==> src/rtl/vec_pkg.sv <==
// Shared types and constants for the vector load unit: FSM state encoding,
// vector geometry, and a helper that drops one memory word into a vector.
package vec_pkg;

   localparam int VLEN      = 128;
   localparam int WORD_W    = 32;
   localparam int BEATS     = 4;
   localparam int REG_IDX_W = 5;
   localparam int BEAT_W    = 2;

   localparam logic [BEAT_W-1:0] LAST_BEAT = 2'd3;

   typedef enum logic [1:0] {
      ST_IDLE  = 2'd0,
      ST_REQ   = 2'd1,
      ST_WAIT  = 2'd2,
      ST_WRITE = 2'd3
   } vlu_state_e;

   // Returns vec with word lane idx replaced by w; other lanes untouched.
   function automatic logic [VLEN-1:0] put_word(input logic [VLEN-1:0]   vec,
                                                input logic [BEAT_W-1:0] idx,
                                                input logic [WORD_W-1:0] w);
      logic [VLEN-1:0] r;
      r = vec;
      r[idx*WORD_W +: WORD_W] = w;
      return r;
   endfunction

endpackage

==> src/rtl/vector_load_unit.sv <==
// Loads one 128-bit vector as four sequential 32-bit memory reads and writes
// the assembled value into the vector register file in a single cycle.
module vector_load_unit
   import vec_pkg::*;
#(
   parameter int ADDR_W = 32
) (
   input  logic                 clk,
   input  logic                 rst,
   input  logic                 start,
   input  logic [ADDR_W-1:0]    base_addr,
   input  logic [REG_IDX_W-1:0] vd,
   output logic                 busy,
   output logic                 done,
   output logic                 mem_rd_en,
   output logic [ADDR_W-1:0]    mem_addr,
   input  logic [WORD_W-1:0]    mem_rdata,
   input  logic                 mem_rvalid,
   output logic                 wre,
   output logic [REG_IDX_W-1:0] a3,
   output logic [VLEN-1:0]      wd3
);

   localparam logic [ADDR_W-1:0] WORD_STRIDE = ADDR_W'(WORD_W / 8);
   localparam logic [ADDR_W-1:0] ALIGN_MASK  = {{(ADDR_W-2){1'b1}}, 2'b00};

   vlu_state_e            state_r;
   vlu_state_e            state_s;
   logic [BEAT_W-1:0]     beat_r;
   logic [ADDR_W-1:0]     addr_r;
   logic [REG_IDX_W-1:0]  vd_r;
   logic [VLEN-1:0]       buf_r;
   logic                  busy_r;
   logic                  rd_en_r;
   logic                  wre_r;

   // Next-state decode; rvalid only matters while a read is outstanding.
   always_comb begin
      state_s = state_r;
      case (state_r)
         ST_IDLE: begin
            if (start) begin
               state_s = ST_REQ;
            end else begin
               state_s = ST_IDLE;
            end
         end
         ST_REQ: begin
            state_s = ST_WAIT;
         end
         ST_WAIT: begin
            if (mem_rvalid) begin
               if (beat_r == LAST_BEAT) begin
                  state_s = ST_WRITE;
               end else begin
                  state_s = ST_REQ;
               end
            end else begin
               state_s = ST_WAIT;
            end
         end
         ST_WRITE: begin
            state_s = ST_IDLE;
         end
         default: begin
            state_s = ST_IDLE;
         end
      endcase
   end

   // State, datapath and output flops; outputs are decoded from the next state
   // so every port comes straight from a register.
   always_ff @(posedge clk) begin
      if (rst) begin
         state_r <= ST_IDLE;
         beat_r  <= 2'd0;
         addr_r  <= {ADDR_W{1'b0}};
         vd_r    <= {REG_IDX_W{1'b0}};
         buf_r   <= {VLEN{1'b0}};
         busy_r  <= 1'b0;
         rd_en_r <= 1'b0;
         wre_r   <= 1'b0;
      end else begin
         state_r <= state_s;
         busy_r  <= (state_s != ST_IDLE);
         rd_en_r <= (state_s == ST_REQ);
         wre_r   <= (state_s == ST_WRITE);
         case (state_r)
            ST_IDLE: begin
               if (start) begin
                  addr_r <= base_addr & ALIGN_MASK;
                  vd_r   <= vd;
                  beat_r <= 2'd0;
                  buf_r  <= {VLEN{1'b0}};
               end
            end
            ST_WAIT: begin
               if (mem_rvalid) begin
                  buf_r <= put_word(buf_r, beat_r, mem_rdata);
                  // addr_r always holds the address of the next beat to fetch
                  if (beat_r != LAST_BEAT) begin
                     beat_r <= beat_r + 2'd1;
                     addr_r <= addr_r + WORD_STRIDE;
                  end
               end
            end
            default: begin
               beat_r <= beat_r;
            end
         endcase
      end
   end

   assign busy      = busy_r;
   assign mem_rd_en = rd_en_r;
   assign mem_addr  = addr_r;
   assign wre       = wre_r;
   assign done      = wre_r;
   assign a3        = vd_r;
   assign wd3       = buf_r;

endmodule

==> config.mk <==
export PLATFORM = sky130hd
export DESIGN_NAME = vector_load_unit
export DESIGN_NICKNAME = d
export VERILOG_FILES = /design/src/rtl/vec_pkg.sv /design/src/rtl/vector_load_unit.sv
export SDC_FILE = /design/constraint.sdc
export NUM_CORES = 1
export LEC_CHECK = 0
export BUFFER_PORTS_ARGS = -buffer_cell sky130_fd_sc_hd__buf_2
export CAP_MARGIN = 20
export CORE_MARGIN = 2
export CORE_UTILIZATION = 46
export DETAILED_ROUTE_END_ITERATION = 7
export PLACE_DENSITY = 0.88
export SYNTH_ARGS = -nofsm -noshare
export SYNTH_HDL_FRONTEND = slang
export SYNTH_SLANG_ARGS = --single-unit
==> constraint.sdc <==
create_clock -name clk -period 1.81 [get_ports clk]
set_input_delay 0.0905 -clock clk [delete_from_list [all_inputs] [get_ports clk]]
set_output_delay 0.0905 -clock clk [all_outputs]
set_load 0.02 [all_outputs]
-- After elaboration in Yosys (flattened, before gate mapping)
Cells that the tools add are included.
- bits in registers: 172
- bits of input ports: 73
- output and inout bits: 169
- word-level logic and storage cells: 45
- add/sub/neg operators: 3
- equality and inequality tests: 10
- shifts and indexed selects: 2
- mux-type cells: 16
- reduce and logical (&&, ||, !) cells: 6
- operators with widths (cell ; number):
    $mux W128 ; 2
    $pmux W128 S2 ; 1
    $bwmux W128 ; 1
    $shift A32 B34 Y128 const A ; 1
    $shiftx A32 B34 Y128 ; 1
    $mux W32 ; 3
    $pmux W32 S2 ; 1
    $neg A7 Y34 ; 1
    $add A32 B3 Y32 const B ; 1
    $mux W2 ; 5
    $eq A2 B2 Y1 const B ; 4
    $ne A2 B2 Y1 const B ; 4
    $pmux W2 S4 ; 1
    $eq A2 B1 Y1 const B ; 2
    $pmux W2 S2 ; 1
    $reduce_and A4 Y1 ; 1
    $reduce_bool A2 Y1 ; 2
    $reduce_and A3 Y1 ; 1
    $add A2 B1 Y2 const B ; 1
    $logic_not A2 Y1 ; 1
    $reduce_and A2 Y1 ; 1
    $mux W1 ; 1

-- Longest topological paths before layout
Gate-level depths: netlist of run 1.
- depth after elaboration: 5
- depth in mapped cells: 8
- mapped depth without buffers: 7

-- Worst setup path after synthesis of run 1
Ideal clock, no wire load.
- path kind: register to register
- start: register beat_r[0]
- end: register buf_r[79] (netlist: wd3[79])
- setup time: 0.073 ns
- arrival time: 1.839 ns
- required time: 1.737 ns
- setup slack: -0.102 ns
- stages on the path, launching flop included: 8
- buffers on the path: 1
- clock period less this slack: 1.912 ns
- path through: dfxtp_1 -> inv_1 -> ha_1 -> nand2_2 -> nor4b_4 -> buf_6 -> nand3_1 -> a21oi_1
- word-level cells in the longest chain between the ends: 5
- elaborated cells between the ends (all ways): 6
- those cells by class: add/sub: 1; shift: 2; mux: 3
- RTL lines (element ; line ; text):
    from (decl) ; vector_load_unit.sv:29 ; logic [BEAT_W-1:0] beat_r;
    from (signal assigned) ; vector_load_unit.sv:102 ; beat_r <= beat_r + 2'd1;
    from (signal assigned) ; vector_load_unit.sv:108 ; beat_r <= beat_r;
    $neg A7 Y34 * ; vec_pkg.sv:26 ; r[idx*WORD_W +: WORD_W] = w;
    $shiftx A32 B34 Y128 / $shift A32 B34 Y128 (equally long branches) ; vec_pkg.sv:26 ;
    $bwmux W128 * ; vec_pkg.sv:26 ;
    $mux W128 * ; vector_load_unit.sv:98 ; if (mem_rvalid) begin
    $pmux W128 S2 * ; vector_load_unit.sv:88 ; case (state_r)
    to (signal assigned) ; vector_load_unit.sv:79 ; buf_r <= {VLEN{1'b0}};
    to (signal assigned) ; vector_load_unit.sv:94 ; buf_r <= {VLEN{1'b0}};
    to (signal assigned) ; vector_load_unit.sv:99 ; buf_r <= put_word(buf_r, beat_r, mem_rdata);
    to (decl) ; vector_load_unit.sv:32 ; logic [VLEN-1:0] buf_r;
Every way passes the cells marked *; elsewhere a longest branch is shown, timed or not. The select of a mux whose other input is x is not followed.
A chain may end at the register's enable or synchronous reset.

-- Worst setup path in the final report of run 1
- start: register addr_r[4] (netlist: mem_addr[4])
- end: register addr_r[21] (netlist: mem_addr[21])
- word-level cells in the longest chain between the ends: 4
- RTL lines (element ; line ; text):
    from (decl) ; vector_load_unit.sv:30 ; logic [ADDR_W-1:0] addr_r;
    from (signal assigned) ; vector_load_unit.sv:77 ; addr_r <= {ADDR_W{1'b0}};
    from (signal assigned) ; vector_load_unit.sv:91 ; addr_r <= base_addr & ALIGN_MASK;
    from (signal assigned) ; vector_load_unit.sv:103 ; addr_r <= addr_r + WORD_STRIDE;
    $add A32 B3 Y32 ; vector_load_unit.sv:103 ;
    $mux W32 ; vector_load_unit.sv:101 ; if (beat_r != LAST_BEAT) begin
    $mux W32 ; vector_load_unit.sv:98 ;
    $pmux W32 S2 ; vector_load_unit.sv:88 ;
No other way between the ends. The select of a mux whose other input is x is not followed.

==> results of run 1 <==
synth_stat cells, types with 2 or more instances:
cell type and number:
buf_6 7, a211oi_1 2, nand2_1 108, nor2_1 69, a32o_1 5, o22ai_1 2, a32oi_1 3, nor4_1 4
nor2b_1 3, a31oi_1 12, a21o_1 8, nor3_1 8, nand2_2 2, a211o_1 2, nand3b_1 3, a311oi_1 2
inv_1 6, nand4_1 10, and4_1 4, a22oi_2 20, buf_2 18, dfxtp_1 170, a22o_1 3, and3_1 11
buf_4 6, ha_1 6, a22oi_1 47, nor2_2 21, mux2i_1 3, and2_1 5, o21ai_0 17, nand3_1 83
clkbuf_1 41, a21oi_1 96, nor4_4 2, nand2b_1 4, or3_1 4
registers in the layout, indices dropped and copies added (netlist names):
register,count
mem_addr,30
beat_r,2
state_r,2
done,1
wd3,128
a3,5
busy,1
mem_rd_en,1
cell families (layout without fill, tap and decap cells):
kind of cell | after synthesis | in the layout | share of synthesized area
AND/OR/NAND/NOR | 353 | 353 | 0.2437
other | 1 | 3 | 0.0005170
flip-flops | 170 | 170 | 0.4692
buffers and inverters | 78 | 402 | 0.05382
multiplexers | 5 | 5 | 0.007245
AO/OA/AOI/OAI | 229 | 229 | 0.2151
adder cells (fa/ha/maj) | 6 | 6 | 0.01035
timing repair:
item	CTS	global route
gates cloned	3	3
setup endpoints to repair	58	87
buffers inserted	5	7
gates resized for setup	16	43
hold endpoints to repair	133	0
hold buffers	49	0
pin swaps	4	19
per-layer routing:
layer,vias up,wire [um],GRT usage
li1,3639,-,-
met1,3706,10140,0.3572
met2,514,12220,0.4650
met3,108,2206,0.06978
met4,0,1217,0.1512
met5,-,0,0
path summary, 6_finish.rpt:
check / from / end
setup / recovery: mem_addr[4]$_SDFFE_PP0P_ / mem_addr[21]$_SDFFE_PP0P_
hold / removal: mem_rdata[20] / wd3[84]$_SDFFE_PP0P_
setup reg to reg: mem_addr[4]$_SDFFE_PP0P_ / mem_addr[21]$_SDFFE_PP0P_
hold reg to reg: a3[3]$_SDFFE_PP0P_ / a3[3]$_SDFFE_PP0P_
power groups by stage:
stage	sequential, mW	clock (mW)	combinational (mW)
after floorplan	4.07	0	0.478
after global placement	3.96	0	1.06
after detailed placement	3.97	0	1.07
after CTS	3.88	3.71	1.17
after global routing	3.89	3.90	1.29
final	3.89	3.68	1.21
through the flow:
| step | instances | worst slack [ps] | power, mW | cell area, um2 |
|---|---|---|---|---|
| detailed placement | 1283 | -84.20 | 5.039 | 8971 |
| global placement | 1283 | 9.214 | 5.024 | 8971 |
| finish | 1379 | -4.276 | 8.784 | 10480 |
| global route | 1379 | -105.0 | 9.088 | 10480 |
| CTS | 1372 | -14.32 | 8.759 | 10220 |
| floorplan | 843 | 2.694 | 4.550 | 7263 |
critical path: stages (launching register included):
cell	delay (ps)
dfxtp_2	360
nand4_1	170
nor4_4	370
buf_4	180
nand2_2	50
or4_4	410
a31oi_2	200
area by class of cell:
class	count	area [um2]
clock buffer	17	425.4
tap	211	264.0
fill	1140	4838
timing repair buffer	364	2486
multi-input combinational	595	3682
inverter	6	30.03
sequential	170	3423
antenna	1	2.502
clock inverter	15	162.7
==> flow_metrics.tcl, run 1 <==
set metrics [dict create \
    wl_per_cell_um 18.70 \
    htreeDepth 4 \
    clkSinkCount 170 \
    power.clock.fraction 0.419 \
    outcome "finished with violations" \
    worstSetupStartpointType "register" \
    post-route-worst-setup-slack_ps -4.276 \
    ys_ff_latch 170 \
    async_flop_share 0 \
    drtIter0Drc 755 \
    synth_cell_types 62 \
    synth_area_leaders "dfxtp_1, a21oi_1, nand3_1" \
    clock_latency_ps 440 \
    worst_hold_slack_ps 16.38 \
    drc 0 \
    worst_hold_path.num_cells 3 \
    slew-limit-headroom 0.6274 \
    end_kind "register" \
    p_int_mw 6.335 \
    syn_inst 842 \
    setup_violations 1 \
    area_growth_syn_to_layout_pct 44.44 \
    period_share 1.002 \
    synth_warnings 0 \
    report.final.slew_viol_count 0 \
    layout_common_cells "buf_2, dfxtp_1, nand2_1" \
    grt_max_degree 98 \
    worstMarginPinSlew_ps 558.9 \
    violations "negative setup slack" \
    avgSynthCellArea_um2 8.614 \
    track_usage 0.2880 \
    ant_nets 0 \
    die-height_um 129.6 \
    rows 45 \
    cap_viol_max_count 0 \
    setup_tns_ps -4.276 \
    fin_util 0.6841 \
    grt_pass1_wl_mm 37.87 \
    cts_tree "yes" \
    required_ps 2170 \
    netlist.area_leader.share 0.4692 \
    start_util 0.4736 \
    switching_share 0.2788 \
    synth_flop_cell "dfxtp_1" \
    num_vias 7967 \
    worstPathMaxFanout 4 \
    antenna_found_initial 1 \
    grt_pass1_vias 7400 \
    die_area_um2 16790 \
    hold_class "in2reg" \
    drive_gt1_frac 0.3813 \
    pwr-share-seq 0.443 \
    drt-vias-per-instance 5.777 \
    comb_power_share 0.138 \
    fp.dieW_um 129.6 \
    clockRootBuffer "clkbuf_16" \
    cts_buffers 17 \
    gp_congestion 0.9250 \
    synth_area_leader_cell "dfxtp_1" \
    layout_commonest_cell "buf_2" \
    max_freq_mhz 551.2 \
    grt-ovfl-total 0 \
    drtPass1Iterations 6 \
    ff2ff_path_depth 6 \
    clockBufferDepth 2 \
    crit_type "reg2reg" \
    switchingPower_mw 2.449 \
    path_clk_slew_ps 70 \
    io_buffers 237 \
    yosysSeqAreaShare 0.4692 \
    finalWirelength_mm 25.79 \
    syn_area_um2 7253 \
    dpl.hpwl_mm 15.78 \
    ir_drop_mv 0.6471 \
    coreArea_um2 15310 \
    nNetsFinal 1233 \
    io_pins 242 \
    powerDensity_nw_per_um2 838.5 \
    period_minus_slack_ps 1814 \
    rsz0062_at_grt "yes" \
    finalClockSkew_ps 19.67 \
    arrival_ps 2170 \
    cellLeakagePower_nw 4.483 \
    finalHoldViolations 0 \
    rrSetupSlack_ps -4 \
    synth_edf_count 0 \
]
(Power assumes the default switching activity.)
==> inputs of run 2 (changes only) <==
Settings changed: CORE_MARGIN 2 to not set, CORE_UTILIZATION 46 to 51, PLACE_DENSITY 0.88 to not set, PLACE_DENSITY_LB_ADDON set to 0.3.
Clock period 1.81 ns to 1.9 ns, I/O delays scaled along.
==> run 2 against run 1 <==
The run now ends clean; wire length down 6.7%; total power down 2.3%; clock skew down 11 ps; worst setup slack better by 26 ps; global-route usage up 2.8 points.
==> flow_metrics.tcl, run 2 (synthesis gave the netlist of run 1 again) <==
set metrics [dict create \
    setup_violations 0 \
    grt_max_degree 57 \
    drt-vias-per-instance 5.834 \
    worstPathMaxFanout 5 \
    htreeDepth 4 \
    switchingPower_mw 2.253 \
    comb_power_share 0.132 \
    wl_per_cell_um 17.91 \
    nNetsFinal 1230 \
    drive_gt1_frac 0.3557 \
    switching_share 0.2626 \
    drtIter0Drc 809 \
    antenna_found_initial 0 \
    worstMarginPinSlew_ps 617.8 \
    gp_congestion 0.8980 \
    antenna_cells 0 \
    path_clk_slew_ps 70 \
    worst_hold_slack_ps 5.455 \
    fin_util 0.7401 \
    layout_commonest_cell "buf_2" \
    report.final.slew_viol_count 0 \
    track_usage 0.3156 \
    cap_viol_max_count 0 \
    hold_class "in2reg" \
    cts_buffers 17 \
    die_area_um2 14700 \
    io_buffers 237 \
    setup_tns_ps 0 \
    cellLeakagePower_nw 4.452 \
    drtPass1Iterations 5 \
    period_minus_slack_ps 1878 \
    end_kind "register" \
    rows 43 \
    max_freq_mhz 532.5 \
    cts_tree "yes" \
    cpPeakStageDelay_ps 390 \
    clock_latency_ps 420 \
    path_cells "nand4_1, nor4_4, nand3_1, mux2_1, a21o_1" \
    powerDensity_nw_per_um2 835.2 \
    largest_reg_flops 128 \
    die-height_um 121.3 \
    worstSetupStartpointType "register" \
    num_vias 7841 \
    clockRootBuffer "clkbuf_16" \
    start_util 0.5225 \
    fp.dieW_um 121.3 \
    power.clock.fraction 0.437 \
    ir_drop_mv 0.7342 \
    dpl.hpwl_mm 15.02 \
    fin_cells 1344 \
    required_ps 2220 \
    arrival_ps 2190 \
    ant_nets 0 \
    pwr-share-seq 0.431 \
    placed_cells 1250 \
    grt_pass1_vias 7177 \
    crit_type "reg2reg" \
    outcome "finished, final reports clean" \
    io_pins 242 \
    fillers 1033 \
    finalClockSkew_ps 8.908 \
    clockBufferDepth 2 \
    grt_pass1_wl_mm 36.64 \
    layout_common_cells "buf_2, dfxtp_1, nand2_1" \
    slew-limit-headroom 0.5881 \
    area_growth_syn_to_layout_pct 41.64 \
    finalHoldViolations 0 \
    period_share 0.9885 \
    coreArea_um2 13880 \
    grt-ovfl-total 0 \
    cp_slowest_cell "nor4_4" \
    rsz0062_at_grt "yes" \
    finalWirelength_mm 24.07 \
    drc 0 \
    clkSinkCount 170 \
    p_int_mw 6.327 \
]
==> run 2: cell count changes in the layout (fill, tap and decap cells not counted), moves of 3 or more <==
| cell | before | now |
|---|---|---|
| a22oi_1 | 40 | 47 |
| a22oi_2 | 27 | 20 |
| clkinv_2 | 4 | 1 |
| dfxtp_1 | 162 | 165 |
| dlygate4sd3_1 | 49 | 53 |
| nand3_1 | 80 | 83 |
==> run 2: metrics by stage <==
step	area (um2)	total power, mW	setup slack (ps)
global route	10270	8.829	-27.66
CTS	10080	8.544	8.172
global placement	8914	4.782	97.90
finish	10270	8.580	21.91
floorplan	7258	4.333	19.87
detailed placement	8914	4.792	0.5692
==> run 2: path summary, 6_finish.rpt <==
kind | startpoint | to | slack, ps | cells after the start
worst min register to register | wd3[20]$_SDFFE_PP0P_ | wd3[20]$_SDFFE_PP0P_ | 450 | 2
worst max-delay path | mem_addr[7]$_SDFFE_PP0P_ | mem_addr[31]$_SDFFE_PP0P_ | 20 | 5
worst max register to register | mem_addr[7]$_SDFFE_PP0P_ | mem_addr[31]$_SDFFE_PP0P_ | 20 | 5
worst min-delay path | mem_rdata[19] | wd3[83]$_SDFFE_PP0P_ | 5 | 3
==> run 2: repair_timing <==
| action | CTS | global route |
|---|---|---|
| cloned | 0 | 2 |
| setup endpoints to repair | 1 | 112 |
| buffers inserted | 0 | 8 |
| resized for setup | 1 | 24 |
| hold endpoints to repair | 127 | 0 |
| hold buffers | 53 | 0 |
| pin swaps | 0 | 7 |
==> run 2: cell type report <==
class,count,area (um2),share of cell area
inverters,6,22.52,0.002192
clock buffers,20,446.7,0.04348
flip-flops and latches,170,3415,0.3324
multi-input cells,595,3573,0.3478
repair buffers,361,2406,0.2342
clock inverters,12,185.2,0.01802
well taps,180,225.2,0.02192
==> run 2: power by group through the flow <==
stage / sequential (mW) / clock, mW / combinational, mW
after floorplan: 3.88 / 0 / 0.455
after global placement: 3.78 / 0 / 1.00
after detailed placement: 3.78 / 0 / 1.01
after CTS: 3.70 / 3.74 / 1.10
after global routing: 3.71 / 3.91 / 1.21
final: 3.70 / 3.75 / 1.13
==> run 2: critical path: cells and delay by family, from the launching register on <==
family | cells | cell delay (ps)
AO/OA/AOI/OAI | 1 | 180
flip-flops | 1 | 360
multiplexers | 1 | 370
AND/OR/NAND/NOR | 3 | 870
==> run 2: per-layer routing <==
metal | track usage | share of wire | vias up
li1 | - | - | 3637
met1 | 0.4041 | 0.42 | 3766
met2 | 0.5286 | 0.49 | 397
met3 | 0.07425 | 0.077 | 41
met4 | 0.08796 | 0.019 | 0
met5 | 0 | 0 | -
